`config.mk`:
```
export PLATFORM = sky130hd
export DESIGN_NAME = bitonic_sort_frame_ctrl
export DESIGN_NICKNAME = d
export VERILOG_FILES = /design/src/rtl/bitonic_sort_frame_ctrl.sv
export SDC_FILE = /design/constraint.sdc
export NUM_CORES = 1
export LEC_CHECK = 0
export ABC_AREA = 1
export CORE_ASPECT_RATIO = 0.8
export CORE_MARGIN = 2
export CORE_UTILIZATION = 50
export CTS_CLUSTER_SIZE = 14
export DETAILED_ROUTE_END_ITERATION = 12
export PLACE_DENSITY = 0.81
export SETUP_SLACK_MARGIN = 0.1
export SYNTH_ARGS = -nofsm -noshare
export SYNTH_HDL_FRONTEND = slang
export SYNTH_SLANG_ARGS = --single-unit
```
`constraint.sdc`:
```
create_clock -name clk -period 2.4 [get_ports clk]
set_input_delay 0.24 -clock clk [delete_from_list [all_inputs] [get_ports clk]]
set_output_delay 0.24 -clock clk [all_outputs]
set_load 0.05 [all_outputs]
```
`src/rtl/bitonic_sort_frame_ctrl.sv`:
```
// Serialises a frame of N words into the sorter's parallel input, waits any time for the result, then streams it back out with labels.
// One frame in flight at a time: s_ready drops from issue until the last output beat; m_* hold while m_ready is low.
module bitonic_sort_frame_ctrl #(
  parameter int LOG_INPUT_NUM = 4,
  parameter int DATA_WIDTH    = 8,
  parameter int LABEL_WIDTH   = LOG_INPUT_NUM,
  localparam int N            = 1 << LOG_INPUT_NUM
) (
  input  logic                       clk,
  input  logic                       rst,
  input  logic [DATA_WIDTH-1:0]      s_data,
  input  logic                       s_valid,
  output logic                       s_ready,
  output logic [DATA_WIDTH-1:0]      m_data,
  output logic [LABEL_WIDTH-1:0]     m_label,
  output logic                       m_valid,
  input  logic                       m_ready,
  output logic                       m_last,
  output logic [DATA_WIDTH*N-1:0]    sort_x,
  output logic [LABEL_WIDTH*N-1:0]   sort_x_label,
  output logic                       sort_x_valid,
  input  logic [DATA_WIDTH*N-1:0]    sort_y,
  input  logic [LABEL_WIDTH*N-1:0]   sort_y_label,
  input  logic                       sort_y_valid,
  output logic                       busy,
  output logic                       err
);

  typedef enum logic [1:0] {COLLECT, ISSUE, WAIT, DRAIN} state_t;

  localparam logic [LOG_INPUT_NUM-1:0] LAST = LOG_INPUT_NUM'(N - 1);

  state_t                     state_q, state_d;
  logic [LOG_INPUT_NUM-1:0]   wr_cnt_q, wr_cnt_d;
  logic [LOG_INPUT_NUM-1:0]   rd_cnt_q, rd_cnt_d;
  logic [DATA_WIDTH*N-1:0]    sort_x_q, sort_x_d;
  logic [LABEL_WIDTH*N-1:0]   sort_x_label_q, sort_x_label_d;
  logic [DATA_WIDTH*N-1:0]    out_dat_q, out_dat_d;
  logic [LABEL_WIDTH*N-1:0]   out_lbl_q, out_lbl_d;
  logic                       err_q, err_d;

  int wr_dat_idx, wr_lbl_idx, rd_dat_idx, rd_lbl_idx;

  always_comb begin
    wr_dat_idx = int'(wr_cnt_q) * DATA_WIDTH;
    wr_lbl_idx = int'(wr_cnt_q) * LABEL_WIDTH;
    rd_dat_idx = int'(rd_cnt_q) * DATA_WIDTH;
    rd_lbl_idx = int'(rd_cnt_q) * LABEL_WIDTH;
  end

  always_comb begin
    state_d        = state_q;
    wr_cnt_d       = wr_cnt_q;
    rd_cnt_d       = rd_cnt_q;
    sort_x_d       = sort_x_q;
    sort_x_label_d = sort_x_label_q;
    out_dat_d      = out_dat_q;
    out_lbl_d      = out_lbl_q;
    // A result outside WAIT is a sorter protocol violation; it is flagged but never captured.
    err_d          = err_q | (sort_y_valid && (state_q != WAIT));

    case (state_q)
      COLLECT: begin
        if (s_valid) begin
          sort_x_d[wr_dat_idx +: DATA_WIDTH]        = s_data;
          sort_x_label_d[wr_lbl_idx +: LABEL_WIDTH] = LABEL_WIDTH'(wr_cnt_q);
          wr_cnt_d                                  = wr_cnt_q + 1'b1;
          if (wr_cnt_q == LAST) begin
            wr_cnt_d = '0;
            state_d  = ISSUE;
          end
        end
      end
      ISSUE: state_d = WAIT;
      WAIT: begin
        if (sort_y_valid) begin
          out_dat_d = sort_y;
          out_lbl_d = sort_y_label;
          rd_cnt_d  = '0;
          state_d   = DRAIN;
        end
      end
      DRAIN: begin
        if (m_ready) begin
          rd_cnt_d = rd_cnt_q + 1'b1;
          if (rd_cnt_q == LAST) begin
            rd_cnt_d = '0;
            state_d  = COLLECT;
          end
        end
      end
      default: state_d = COLLECT;
    endcase
  end

  always_ff @(posedge clk or negedge rst) begin
    if (!rst) begin
      state_q        <= COLLECT;
      wr_cnt_q       <= '0;
      rd_cnt_q       <= '0;
      sort_x_q       <= '0;
      sort_x_label_q <= '0;
      out_dat_q      <= '0;
      out_lbl_q      <= '0;
      err_q          <= 1'b0;
    end else begin
      state_q        <= state_d;
      wr_cnt_q       <= wr_cnt_d;
      rd_cnt_q       <= rd_cnt_d;
      sort_x_q       <= sort_x_d;
      sort_x_label_q <= sort_x_label_d;
      out_dat_q      <= out_dat_d;
      out_lbl_q      <= out_lbl_d;
      err_q          <= err_d;
    end
  end

  // s_ready is gated by rst directly so it is low during reset and high in the first cycle after release.
  assign s_ready      = rst && (state_q == COLLECT);
  assign sort_x_valid = (state_q == ISSUE);
  assign sort_x       = sort_x_q;
  assign sort_x_label = sort_x_label_q;
  assign m_valid      = (state_q == DRAIN);
  assign m_last       = (state_q == DRAIN) && (rd_cnt_q == LAST);
  assign m_data       = out_dat_q[rd_dat_idx +: DATA_WIDTH];
  assign m_label      = out_lbl_q[rd_lbl_idx +: LABEL_WIDTH];
  assign busy         = (state_q != COLLECT);
  assign err          = err_q;

endmodule

```
==> flow_summary.yaml <==
run_status:
  status: "finished, violations left"
  violations: "setup timing"
cts:
  htreeDepth: 2
  cts_buffers: 40
  cts_buffer_depth: 3
  clk_latency_ps: 550
  cts_root_buf: "clkbuf_16"
  clock_sinks: 391
  clkTransAtPathRegs_ps: 70
  cts_tree: "done"
place:
  placed_area_um2: 21880
  io_buffers: 414
  dp_hpwl_um: 37160
  globalplace.congestion: 0.9130
  dp.cells: 2475
floorplanning:
  start_util_pct: 50.69
  ios: 415
  row_count: 60
  coreArea_um2: 33630
  die_area_um2: 35600
  die_x_um: 210.5
  die_h_um: 169.2
timing:
  fin_crit_ps: 2555
  slew_violations: 0
  slew_headroom_pct: 55.93
  worst_slew_pin_slew_ps: 660.3
  rsz0062_at_grt: "yes"
  final.period_utilization_pct: 106.4
  holdWs_ps: 194.3
  finalClockSkew_ps: 20.72
  hold_viol_final: 0
  setup_violations: 12
  worst_slack_ps: -154.8
  fmax_ghz: 0.3914
grt:
  track_usage_pct: 31.56
  grt_start_max_net_pins: 111
  grt_pass1_wl_um: 86680
  antenna_found_initial: 4
  grt_pass1_vias: 14992
  grt_overflow_total: 0
finish:
  fin_util_pct: 71.51
  final_common_cell: "clkdlybuf4s50_1"
  syn2layout_area_growth_pct: 41.07
  drive_gt1_share_pct: 20.89
  layout_common_cells: "clkdlybuf4s50_1, dfrtp_1, nand2_1"
  nets: 2333
  layout.cells.non_filler: 2587
  final_cell_area_um2: 24050
drt:
  drtPass1Iterations: 7
  drcViolationCount: 0
  dr_wl_met3_um: 5825
  drtIter0Drc: 1379
  drtAntennaViolNets: 0
  num_vias: 15009
  m1WireLength_um: 22010
  wire_per_inst_um: 22.28
  wirelength_um: 57640
  dr.max_layer_used: "met5"
  vias_per_cell: 5.802
  met2_length_um: 27110
critical_path:
  cp_slowest_stage_delay_ps: 490
  endpoint_kind: "primary output"
  slowest_stage: "dfrtp_2"
  path_cells: "clkinv_4 -> buf_12 -> nor2_4 -> o211ai_1 -> nand3_2 -> nand2_4 -> buf_12"
  crit_required_ps: 2160
  crit_top_cell: "buf_12"
  crit_fanout: 26
  crit_path_start_kind: "flop"
  arrival_ps: 2310
  r2r_cells: 12
  crit_type: "reg -> out"
synth:
  syn_inst: 1685
  synthArstFlopShare_pct: 100.0
  ys_seq_elements: 391
  synth.cell_area_um2: 17050
  yosysWarnings: 0
  synth-seq-area-share_pct: 57.39
  synth_edf_count: 0
  synth.distinct_cells: 34
  synth.avg_cell_area_um2: 10.12
  syn_nets: 1901
  ys.flop_type: "dfrtp_1"
power_and_ir_drop:
  peakVddDrop_uv: 903.9
  p_per_area_nw_per_um2: 1457
  cellLeakagePower_nw: 10.68
hold_path:
  hp-class: "in -> async"
flow_run:
  cap_violations: 0
[what timing repair did]
action,4_1_cts,5_1_grt
pin swaps,23,14
resized for setup,65,68
buffers inserted,13,7
hold buffers,1,0
endpoints found under the hold margin,40,0
cloned,9,4
setup endpoints to repair,70,122
[state kept, by name, indices dropped and copies added (netlist names)]
signal / flops
sort_x_label: 60
sort_x: 128
err: 1
state_q: 2
out_lbl_q: 64
out_dat_q: 128
rd_cnt_q: 4
wr_cnt_q: 4
[final timing paths]
| kind | start | to | slack [ps] |
|---|---|---|---|
| min in group clk | sort_y_label[29] | out_lbl_q[29] | 310 |
| max in group asynchronous | rst | out_lbl_q[2] | 1250 |
| max | rd_cnt_q[0] | m_data[0] | -150 |
| min reg2reg | sort_x[22] | sort_x[22] | 470 |
| min | rst | out_dat_q[85] | 190 |
| max reg2reg | wr_cnt_q[1] | sort_x[78] | 230 |
[cell usage after synthesis, drive strengths merged (11+ instances only)]
master    n  area (µm²)
o21ai   187       935.9
o22ai    24       150.1
a21oi    19       95.09
mux2    192        2162
nor2    215       878.4
inv      76       287.8
nand4    49       312.8
nand3    45       235.2
dfrtp   391        9784
nor3     16       85.08
ha       11       137.6
nand2   313        1185
buf      67       355.3
o211ai   25       187.7
clkbuf   38       142.6
[metal layers]
| metal | vias to the layer above | GRT usage [%] |
|---|---|---|
| met2 | 891 | 51.35 |
| met5 | - | 0 |
| met4 | 2 | 14.61 |
| met3 | 169 | 7.976 |
| met1 | 7425 | 40.04 |
| li1 | 6522 | - |
[where the power goes]
part | switching [mW] | internal [mW] | total, mW
Clock | 2.69 | 3.92 | 6.61
Sequential | 1.61 | 9.17 | 10.8
Combinational | 10.8 | 6.87 | 17.6
[cell families after synthesis]
group,after synthesis,share of synthesized area [%]
simple gates,648,16.18
fa+ha+maj,11,0.8073
xor+xnor,2,0.1028
buf+inv,182,4.631
flops,391,57.39
compound gates,259,8.205
mux,192,12.68
[area by class of cell]
| type | instances | area, µm² |
|---|---|---|
| Timing Repair Buffer | 492 | 5295 |
| Clock buffer | 60 | 1207 |
| Tap cell | 434 | 543.0 |
| Clock inverter | 14 | 181.4 |
| Inverter | 77 | 310.3 |
| Fill cell | 2255 | 9582 |
| Timing Repair inverter | 3 | 17.52 |
| Multi-Input combinational cell | 1112 | 6696 |
| Antenna cell | 4 | 10.01 |
| Sequential cell | 391 | 9789 |
[critical path, delay by kind of cell, from the launching register on]
kind / cells / cell delay [ps]
buf+inv: 3 / 470
flops: 1 / 490
compound gates: 1 / 360
simple gates: 3 / 440
[through the flow]
stage,power [mW],setup slack [ps],TNS (ps)
3_5_place_dp,26.76,-16.72,-51.97
2_1_floorplan,20.66,223.7,0
6_report,35.04,-154.8,-1096
4_1_cts,34.31,-105.4,-689.2
3_3_place_gp,26.27,121.2,0
5_1_grt,36.45,-184.1,-1636
Note: power is estimated with default switching activity, not from simulation.
